[src/rtl/cpu_types_pkg.sv]
// Shared instruction-cache types: FSM state, address split record and
// geometry helpers used to size the cache from its parameters.
package cpu_types_pkg;

    typedef enum logic {
        COMPARE = 1'b0,
        REFILL  = 1'b1
    } icache_state_t;

    // Right-justified address fields; callers cast each to its real width.
    typedef struct packed {
        logic [31:0] tag;
        logic [31:0] idx;
        logic [31:0] woff;
        logic [1:0]  bsel;
    } icache_split_t;

    function automatic int unsigned woff_bits(input int unsigned blkwords);
        return $clog2(blkwords);
    endfunction

    function automatic int unsigned idx_bits(input int unsigned sets);
        return $clog2(sets);
    endfunction

    function automatic int unsigned tag_bits(input int unsigned sets, input int unsigned blkwords);
        return 32 - 2 - idx_bits(sets) - woff_bits(blkwords);
    endfunction

    function automatic icache_split_t icache_split(input logic [31:0] addr,
                                                   input int unsigned sets,
                                                   input int unsigned blkwords);
        icache_split_t s;
        int unsigned   wb;
        int unsigned   ib;
        wb     = woff_bits(blkwords);
        ib     = idx_bits(sets);
        s.bsel = addr[1:0];
        s.woff = (addr >> 2) & (blkwords - 1);
        s.idx  = (addr >> (2 + wb)) & (sets - 1);
        s.tag  = addr >> (2 + wb + ib);
        return s;
    endfunction

endpackage

[src/rtl/caches_if.sv]
// Cache <-> memory controller interface (instruction side only).
interface caches_if;
    logic        iREN;
    logic [31:0] iaddr;
    logic        iwait;
    logic [31:0] iload;

    modport icache (output iREN, iaddr, input iwait, iload);
    modport mem    (input iREN, iaddr, output iwait, iload);
endinterface

[src/rtl/datapath_cache_if.sv]
// Datapath <-> cache request interface (instruction side only).
interface datapath_cache_if;
    logic        imemREN;
    logic [31:0] imemaddr;
    logic        ihit;
    logic [31:0] imemload;

    modport icache (input imemREN, imemaddr, output ihit, imemload);
    modport dp     (output imemREN, imemaddr, input ihit, imemload);
endinterface

[src/rtl/icache_way_sel.sv]
// Tag compare across the ways of one set and refill victim choice.
module icache_way_sel #(
    parameter int unsigned WAYS  = 2,
    parameter int unsigned TAG_W = 26
) (
    input  logic [WAYS-1:0]            i_valid,
    input  logic [WAYS-1:0][TAG_W-1:0] i_tags,
    input  logic                       i_lru,
    input  logic [TAG_W-1:0]           i_tag,
    output logic                       o_hit,
    output logic                       o_hit_way,
    output logic                       o_victim_way
);

    logic w_any_invalid;

    always_comb begin
        o_hit         = 1'b0;
        o_hit_way     = 1'b0;
        o_victim_way  = 1'b0;
        w_any_invalid = 1'b0;
        for (int unsigned w = 0; w < WAYS; w++) begin
            if (i_valid[w] && i_tags[w] == i_tag) begin
                o_hit     = 1'b1;
                o_hit_way = 1'(w);
            end
        end
        // Descending scan so the lowest-numbered invalid way wins.
        for (int unsigned w = WAYS; w > 0; w--) begin
            if (!i_valid[w-1]) begin
                w_any_invalid = 1'b1;
                o_victim_way  = 1'(w - 1);
            end
        end
        if (!w_any_invalid && WAYS == 2)
            o_victim_way = i_lru;
    end

endmodule

[src/rtl/icache_assoc.sv]
// Blocking set-associative instruction cache (1 or 2 ways, LRU bit per set).
// Define ICACHE_STATS_EN to add the hit_count port and counter.
module icache_assoc
    import cpu_types_pkg::*;
#(
    parameter int unsigned SETS     = 8,
    parameter int unsigned WAYS     = 2,
    parameter int unsigned BLKWORDS = 2
) (
    input  logic             CLK,
    input  logic             nRST,
    datapath_cache_if.icache dcif,
    caches_if.icache         cif
`ifdef ICACHE_STATS_EN
    ,
    output logic [31:0]      hit_count
`endif
);

    localparam int unsigned WOFF_W = woff_bits(BLKWORDS);
    localparam int unsigned IDX_W  = idx_bits(SETS);
    localparam int unsigned TAG_W  = tag_bits(SETS, BLKWORDS);
    localparam int unsigned CNT_W  = (WOFF_W == 0) ? 1 : WOFF_W;
    localparam logic [CNT_W-1:0] LAST_WORD = CNT_W'(BLKWORDS - 1);

    icache_state_t r_state;
    icache_state_t w_next_state;

    logic [SETS-1:0]  r_valid [WAYS];
    logic [TAG_W-1:0] r_tag   [WAYS][SETS];
    logic [31:0]      r_data  [WAYS][SETS][BLKWORDS];
    logic [SETS-1:0]  r_lru;
    logic [CNT_W-1:0] r_cnt;
    logic [TAG_W-1:0] r_ltag;
    logic [IDX_W-1:0] r_lidx;
    logic             r_victim;

    icache_split_t             w_split;
    logic [TAG_W-1:0]          w_tag;
    logic [IDX_W-1:0]          w_idx;
    logic [CNT_W-1:0]          w_woff;
    logic [WAYS-1:0]           w_set_valid;
    logic [WAYS-1:0][TAG_W-1:0] w_set_tag;
    logic                      w_hit_any;
    logic                      w_hit_way;
    logic                      w_victim_way;
    logic                      w_ihit;
    logic                      w_miss;
    logic                      w_fill_done;
    logic [31:0]               w_refill_addr;
    logic                      w_unused_split;

    assign w_split = icache_split(dcif.imemaddr, SETS, BLKWORDS);
    assign w_tag   = TAG_W'(w_split.tag);
    assign w_idx   = IDX_W'(w_split.idx);
    assign w_woff  = CNT_W'(w_split.woff);
    assign w_unused_split = ^{w_split.bsel, w_split.tag[31:TAG_W],
                              w_split.idx[31:IDX_W], w_split.woff[31:CNT_W]};

    always_comb begin
        w_set_valid = '0;
        w_set_tag   = '0;
        for (int unsigned w = 0; w < WAYS; w++) begin
            w_set_valid[w] = r_valid[w][w_idx];
            w_set_tag[w]   = r_tag[w][w_idx];
        end
    end

    icache_way_sel #(
        .WAYS  (WAYS),
        .TAG_W (TAG_W)
    ) u_way_sel (
        .i_valid      (w_set_valid),
        .i_tags       (w_set_tag),
        .i_lru        (r_lru[w_idx]),
        .i_tag        (w_tag),
        .o_hit        (w_hit_any),
        .o_hit_way    (w_hit_way),
        .o_victim_way (w_victim_way)
    );

    always_ff @(posedge CLK or negedge nRST) begin
        if (!nRST) r_state <= COMPARE;
        else       r_state <= w_next_state;
    end

    always_comb begin
        w_next_state = r_state;
        w_ihit       = 1'b0;
        w_miss       = 1'b0;
        w_fill_done  = 1'b0;
        case (r_state)
            COMPARE: begin
                if (dcif.imemREN) begin
                    if (w_hit_any) begin
                        w_ihit = 1'b1;
                    end else begin
                        w_miss       = 1'b1;
                        w_next_state = REFILL;
                    end
                end
            end
            REFILL: begin
                if (!cif.iwait && r_cnt == LAST_WORD) begin
                    w_fill_done  = 1'b1;
                    w_next_state = COMPARE;
                end
            end
            default: w_next_state = COMPARE;
        endcase
    end

    assign w_refill_addr = (32'(r_ltag) << (IDX_W + WOFF_W + 2))
                         | (32'(r_lidx) << (WOFF_W + 2))
                         | (32'(r_cnt)  << 2);

    assign dcif.ihit     = w_ihit;
    assign dcif.imemload = w_ihit ? r_data[w_hit_way][w_idx][w_woff] : '0;
    assign cif.iREN      = (r_state == REFILL);
    assign cif.iaddr     = (r_state == REFILL) ? w_refill_addr : '0;

    // Victim is invalidated on the miss edge so a half-filled block never hits.
    always_ff @(posedge CLK or negedge nRST) begin
        if (!nRST) begin
            r_valid  <= '{default: '0};
            r_lru    <= '0;
            r_cnt    <= '0;
            r_ltag   <= '0;
            r_lidx   <= '0;
            r_victim <= 1'b0;
        end else begin
            if (w_ihit)
                r_lru[w_idx] <= ~w_hit_way;
            if (w_miss) begin
                r_ltag   <= w_tag;
                r_lidx   <= w_idx;
                r_cnt    <= '0;
                r_victim <= w_victim_way;
                r_valid[w_victim_way][w_idx] <= 1'b0;
            end
            if (r_state == REFILL && !cif.iwait)
                r_cnt <= w_fill_done ? '0 : r_cnt + 1'b1;
            if (w_fill_done) begin
                r_valid[r_victim][r_lidx] <= 1'b1;
                r_lru[r_lidx]             <= ~r_victim;
            end
        end
    end

    always_ff @(posedge CLK) begin
        if (r_state == REFILL && !cif.iwait)
            r_data[r_victim][r_lidx][r_cnt] <= cif.iload;
        if (w_fill_done)
            r_tag[r_victim][r_lidx] <= r_ltag;
    end

`ifdef ICACHE_STATS_EN
    always_ff @(posedge CLK or negedge nRST) begin
        if (!nRST)       hit_count <= '0;
        else if (w_ihit) hit_count <= hit_count + 32'd1;
    end
`endif

endmodule

[src/flat_wrapper.sv]
// flat-port wrapper written by rule: the top's interface ports become plain ports
module icache_assoc_flat import cpu_types_pkg::*;
#(
    parameter int unsigned SETS     = 8,
    parameter int unsigned WAYS     = 2,
    parameter int unsigned BLKWORDS = 2
)
  (CLK, nRST, dcif_imemREN, dcif_imemaddr, dcif_ihit, dcif_imemload, cif_iREN, cif_iaddr, cif_iwait, cif_iload);
  datapath_cache_if dcif_i ();
  caches_if cif_i ();
  input  logic CLK;
  input  logic nRST;
  input wire logic [$bits(dcif_i.imemREN)-1:0] dcif_imemREN;
  input wire logic [$bits(dcif_i.imemaddr)-1:0] dcif_imemaddr;
  output wire logic [$bits(dcif_i.ihit)-1:0] dcif_ihit;
  output wire logic [$bits(dcif_i.imemload)-1:0] dcif_imemload;
  output wire logic [$bits(cif_i.iREN)-1:0] cif_iREN;
  output wire logic [$bits(cif_i.iaddr)-1:0] cif_iaddr;
  input wire logic [$bits(cif_i.iwait)-1:0] cif_iwait;
  input wire logic [$bits(cif_i.iload)-1:0] cif_iload;
  assign dcif_i.imemREN = dcif_imemREN;
  assign dcif_i.imemaddr = dcif_imemaddr;
  assign dcif_ihit = dcif_i.ihit;
  assign dcif_imemload = dcif_i.imemload;
  assign cif_iREN = cif_i.iREN;
  assign cif_iaddr = cif_i.iaddr;
  assign cif_i.iwait = cif_iwait;
  assign cif_i.iload = cif_iload;
  icache_assoc #(.SETS(SETS), .WAYS(WAYS), .BLKWORDS(BLKWORDS)) u_core (.CLK(CLK), .nRST(nRST), .dcif(dcif_i), .cif(cif_i));
endmodule
[config.mk]
export PLATFORM = sky130hd
export DESIGN_NAME = icache_assoc_flat
export DESIGN_NICKNAME = d
export VERILOG_FILES = /design/src/rtl/cpu_types_pkg.sv /design/src/rtl/caches_if.sv /design/src/rtl/datapath_cache_if.sv /design/src/rtl/icache_way_sel.sv /design/src/rtl/icache_assoc.sv /design/src/flat_wrapper.sv
export SDC_FILE = /design/constraint.sdc
export NUM_CORES = 1
export LEC_CHECK = 0
export BUFFER_PORTS_ARGS = -buffer_cell sky130_fd_sc_hd__buf_2
export CORE_UTILIZATION = 45
export DETAILED_ROUTE_END_ITERATION = 10
export GPL_TIMING_DRIVEN = 0
export HOLD_SLACK_MARGIN = 0.06
export PLACE_DENSITY = 0.59
export SKIP_CTS_REPAIR_TIMING = 1
export SLEW_MARGIN = 10
export SYNTH_ARGS = -nofsm -noshare
export SYNTH_HDL_FRONTEND = slang
export SYNTH_SLANG_ARGS = --single-unit
export TNS_END_PERCENT = 10
[constraint.sdc]
create_clock -name CLK -period 4.7 [get_ports CLK]
set_input_delay 0.235 -clock CLK [delete_from_list [all_inputs] [get_ports CLK]]
set_output_delay 0.235 -clock CLK [all_outputs]
set_load 0.02 [all_outputs]
==> After elaboration in Yosys (flattened, before gate mapping) <==
Memories as Yosys holds them, arrays and structs flattened.
Cells that the tools add are included.
{ "classes": {"n_bitwise": 14, "n_lt_le_gt_ge": 14, "mux": 64, "add_sub_neg": 1, "reduce_logical": 12, "eq_ne": 2} }
{ "op_table": {"columns": ["operator", "count"], "rows": [
  ["two-way mux 512 bit", 1],
  ["two-way mux 208 bit", 1],
  ["binary-select mux 64 bit (select 3 bit)", 1],
  ["demux 64 bit (select 3 bit)", 1],
  ["two-way mux 32 bit", 6],
  ["two-way mux 64 bit", 3],
  ["binary-select mux 26 bit (select 3 bit)", 2],
  ["two-way mux 26 bit", 5],
  ["demux 26 bit (select 3 bit)", 1],
  ["equality test 26 bit", 2],
  ["demux 32 bit (select 1 bit)", 1],
  ["two-way mux 16 bit", 2],
  ["two-way mux 8 bit", 4],
  ["bitwise OR 32 x 3 -> 32 bit", 1],
  ["bitwise OR 32 x 6 -> 32 bit", 1],
  ["two-way mux 1 bit", 26],
  ["bitwise AND 16 bit", 1],
  ["bitwise mux 8 bit", 2],
  ["demux 8 bit (select 1 bit)", 2],
  ["NOT 16 bit", 1],
  ["bitwise OR 16 bit", 1],
  ["logical AND 1 bit", 10],
  ["binary-select mux 1 bit (select 3 bit)", 3],
  [">= comparator 2 bit (second input constant)", 4],
  ["13 further kinds", 25]
]} }
{ "word_totals": {"word_cells": 117, "ramBits": 1440, "ff_bits": 56, "out_inout_bits": 66, "n_memories": 2, "inputBits": 68} }
{ "mem_list": {"columns": ["name", "depth", "word_bits", "read_ports", "rd_ports_with_merged_regs", "write_ports", "line_no", "rtl"], "rows": [
  ["u_core.r_data", 2, 512, 1, 0, 1, "icache_assoc.sv:31", "logic [31:0] r_data [WAYS][SETS][BLKWORDS];"],
  ["u_core.r_tag", 2, 208, 2, 0, 1, "icache_assoc.sv:30", "logic [TAG_W-1:0] r_tag [WAYS][SETS];"]
]} }

==> Longest topological paths before layout <==
{ "logic_depth": {"depth_word": 15, "mapped_depth": 20, "ltp_nobuf": 11} }

==> Cells and area by module <==
A second synthesis with hierarchy kept.
{ "hier_totals": {"hier_cells": 2929, "area_unflattened_um2": 57976.9} }
{ "modules_own_cells": {"columns": ["mod", "instances", "seq_area_each_um2", "cells_per_inst", "area_per_inst_um2"], "rows": [
  ["icache_assoc", 1, 44642.8, 2855, 57380.0],
  ["icache_way_sel", 1, 0.0, 74, 596.8]
]} }

==> Worst setup path after synthesis <==
OpenSTA, ideal clock, no wires.
{ "synth_path": {"kind": "flip-flop to flip-flop", "startpoint": "register u_core.r_state (netlist: u_core.cif.iREN)", "endpoint": "memory u_core.r_data[0][128] in the netlist's numbering (enable)", "t_arrival_ps": 3532, "path_stages_with_launch": 5, "setup_slack_ps": 703, "n_path_buf": 1, "setup_ps": 465, "cell_sequence": "dfrtp_1 and2_1 nand2_1 clkbuf_1 nor3_1"} }
{ "synth_between": {"elab_chain_len": 3} }
{ "synth_rtl": {"columns": ["element", "line_no", "rtl"], "rows": [
  ["from (decl)", "icache_assoc.sv:26", "icache_state_t r_state;"],
  ["from (signal assigned)", "icache_assoc.sv:84", "else r_state <= w_next_state;"],
  ["logical AND 1 bit", "icache_assoc.sv:151", "if (r_state == REFILL && !cif.iwait)"],
  ["two-way mux 1 bit", "icache_assoc.sv:151", null],
  ["two-way mux 512 bit (implied by the code)", "icache_assoc.sv:152", "r_data[r_victim][r_lidx][r_cnt] <= cif.iload;"],
  ["to (decl)", "icache_assoc.sv:31", null]
]} }
Every way passes these cells.

==> key figures <==
Timing
  • Hold_ws: 0.229 ns
  • Final setup fails: 32
  • Achievable Freq: 187 MHz
  • Min cycle time layout: between 5 and 6 ns
  • RSZ-0062 raised after global routing: yes
  • Rel. slew slack: 4.14%
  • Final Hold Fails: 0
  • Worst-margin pin slew: 1.44 ns
  • Final Cycle Share: 114%
  • Final Skew: about 0.032 ns
  • Final Max Slew Viols: 0
  • Worst setup margin: -0.639 ns

Die
  • Site row count: 131
  • Core area: 128000 µm²
  • Io pins: 134
  • Starting Density: 45.5%
  • Die Footprint: 131000 µm²
  • Die height: 362 µm
  • Die X: between 300 and 400 µm

Logic synthesis
  • Post-synthesis sequential area ratio: 76.6%
  • Top FF cell, synth: edfxtp_1
  • Top cells by area, synth: edfxtp_1, mux4_2, mux2i_1, dfrtp_1, nand2_1
  • Mux cell area share after synthesis: 12.6%
  • Post-synth ARST share: 3.74%
  • Gate Count Post-Synth: 3025
  • Largest family of logic cells by synthesized area: multiplexers
  • Top-count cell post-synth: edfxtp_1
  • Post-Syn Area per Cell: just under 20 µm²
  • Synth top area share: 74.2%
  • Simple-gate share of the synthesized area: 3.84%
  • Most frequent cells after synthesis: edfxtp_1, nand2_1, mux4_2
  • Synth Area in Compound Gates: 4.55%
  • Yosys warnings: 0
  • Adder-cell area share of the yosys netlist: 0%
  • Synth Register Bits: 1496
  • Post-synth EDFFs: 1440
  • Area leader, netlist: edfxtp_1
  • XOR/XNOR share of the synthesized area: less than 1%
  • Unique cell type count in the Yosys netlist: 68
  • Post-Syn Area: 58300 µm²

Worst setup path
  • Reg2Reg Depth: 12
  • R2r setup slk: 0.64 ns
  • Worst Path Required: 4.47 ns
  • Crit path kind: reg2out
  • Worst setup SP type: flip-flop
  • Critical path, cell by cell: mux4_2 > mux2i_1 > xor2_1 > o2111ai_1 > nor4_4 > and4_4 > buf_4 > buf_12 > buf_16 > mux2_2 > o21ai_0 > a2111oi_2 > a31oi_1 > nor2_4 > buf_6
  • FF-to-FF End: u_core.r_ltag[16]
  • Max incr delay on CP: 0.64 ns
  • R2R Path Start: u_core.r_tag[1][123]
  • Slowest CP cell: a2111oi_2
  • CP max FO: 6
  • Crit. End Element: output pin
  • Setup crit end: dcif_imemload[28]
  • Crit path launch: u_core.r_tag[1][123]
  • Arr. time, crit path: about 5.1 ns

Routing
  • Vias: ~33000
  • Drt first pass iters: 9
  • Wire length on met2: between 80000 and 90000 µm
  • Met3 WL: around 17000 µm
  • Highest Signal Layer: met4
  • Routed Antenna Nets: 0
  • DR DRC count: 0
  • Avg WL per Cell: 33.8 µm
  • DR iter-0 viols: roughly 4300
  • Vias/cell: 6.11
  • M1 WL: 68900 µm
  • Final wirelength: 182000 µm

Clock tree
  • Clk buf depth: 3
  • Max H-tree Level: 4
  • Clk slew on worst S/H paths: 0.06 ns
  • CTS sink count: 1496
  • CTS tree: yes
  • Total CTS buffers: 154
  • Clock Tree Root: clkbuf_16
  • Worst-skew pair later-pin latency: 0.79 ns

Run
  • Max-Cap Viols: 0

Outcome
  • Violated checks: negative setup slack
  • Status: complete, but fails checks

Cells and area
  • NumNets Final: 3601
  • Final Instance Area: about 70000 µm²
  • Layout area overhead: 19.8%
  • Layout cell share with drive strength beyond 1: 27.6%
  • # fillers: 9839

GRT
  • Vias in the first global route: 32100
  • Gr usage total: 27.4%
  • Largest net degree at the start of global routing: 39
  • Wire length of the first global-routing pass: 248000 µm
  • Initial antenna violation count: 2
  • Gr ovfl total: 0

Power and ir drop
  • Seq pwr share: 52.8%
  • Clk pwr share: 38.1%
  • Worst VDD drop: 0.394 mV
  • Combinational share of power: 9.2%
  • Sw Ratio: around a quarter
  • Int Pwr: ~24 mW
  • Sw Pwr: 7.74 mW
  • Pwr dens: about 450 nW/µm²
  • Leak: between 20 and 25 nW

Placement
  • DP Area: 62800 µm²
  • DPL Wire Length: ~120000 µm
  • Gpl congestion: 0.855
  • Port buffer count: 127

Hold path
  • Hold WC Path Type: in2reg
==> routing by layer <==
metal | vias to the layer above | GRT usage, %
met5 | - | 0
met3 | 381 | 5.27
met4 | 0 | 11.2
li1 | 13300 | -
met2 | 1901 | 45.2
met1 | 17300 | 35.8
==> cells by family after synthesis <==
family                    after synthesis
and+or+nand+nor                       481
xor gates and xnor gates               42
DFF                                  1496
other                                   1
muxes                                 465
AOI/OAI and AO/OA                     357
buffers and inverters                 183
==> how the worst min path moves through the flow <==
stage,start,to,cells past startpoint
after floorplan,nRST,u_core.cif.iREN,0
after global placement,u_core.r_valid[15],u_core.r_valid[15],1
after detailed placement,nRST,u_core.r_ltag[6],1
after CTS,nRST,u_core.r_ltag[0],1
after global routing,dcif_imemREN,u_core.r_lru[5],5
final,dcif_imemREN,u_core.r_lru[5],5
==> cell usage in the layout (no fill, tap or decap), types with 22 or more instances in the layout <==
cell type,count
clkinv_1,22
nor2_1,47
dlygate4sd3_1,61
clkbuf_1,114
dfrtp_1,56
o21ai_0,24
clkinv_2,23
o22ai_1,32
nand2_1,212
mux2_2,61
buf_16,22
a22oi_1,49
buf_2,131
nand3_1,54
buf_6,51
buf_12,48
xnor2_1,22
mux2i_1,192
clkbuf_16,160
buf_4,115
and2_1,33
mux4_2,207
edfxtp_1,1440
a31oi_1,28
==> power groups by stage <==
stage / clock [mW] / sequential (mW) / combinational (mW)
floorplan: 0 / 16.6 / 1.45
global placement: 0 / 16.8 / 2.48
detailed placement: 0 / 16.9 / 2.77
CTS: 12.1 / 16.6 / 2.78
global route: 12.6 / 16.7 / 3.02
finish: 12.0 / 16.6 / 2.89
==> metrics by stage <==
step                utilization [%]  setup TNS, ns  total power [mW]  setup WS (ns)  std cells
floorplan                         -              0              18.0          0.703       3026
global placement               47.7       -1500.26              19.3          -3.67       4882
detailed placement             49.1        -131.46              19.6          -2.55       4991
CTS                            52.9         -85.92              31.5          -2.55       5270
global route                   54.6         -17.84              32.3         -0.664       5386
finish                         54.6         -16.12              31.5         -0.639       5386
==> flip-flops by register name, indices dropped and copies added, names as in the netlist <==
signal	cells
u_core.r_data	1024
u_core.r_tag	416
u_core.r_ltag	26
u_core.r_valid	16
u_core.r_lru	8
u_core.r_lidx	3
u_core.cif.iREN	1
u_core.r_cnt	1
u_core.r_victim	1
==> final cells by class <==
type | instances | area, µm² | area share, %
multi-input combinational | 1347 | 13400 | 19.1
clock buffer | 212 | 4220 | 6.04
antenna | 1 | 2.50 | 0.00358
timing repair buffer | 354 | 3380 | 4.83
inverter | 8 | 30.0 | 0.0430
tap | 1729 | 2160 | 3.10
buffer | 172 | 1390 | 1.99
clock inverter | 67 | 673 | 0.964
sequential | 1496 | 44600 | 63.9
==> critical path, delay by kind of cell, from the launching register on <==
| family | cells | cell delay (ns) |
|---|---|---|
| AO/OA/AOI/OAI | 4 | 1.16 |
| AND/OR/NAND/NOR | 3 | 0.87 |
| multiplexers | 3 | 0.80 |
| buffers and inverters | 4 | 0.62 |
| XOR/XNOR | 1 | 0.47 |
| flip-flops | 1 | 0.35 |
Power figures use the tool's default switching activity.
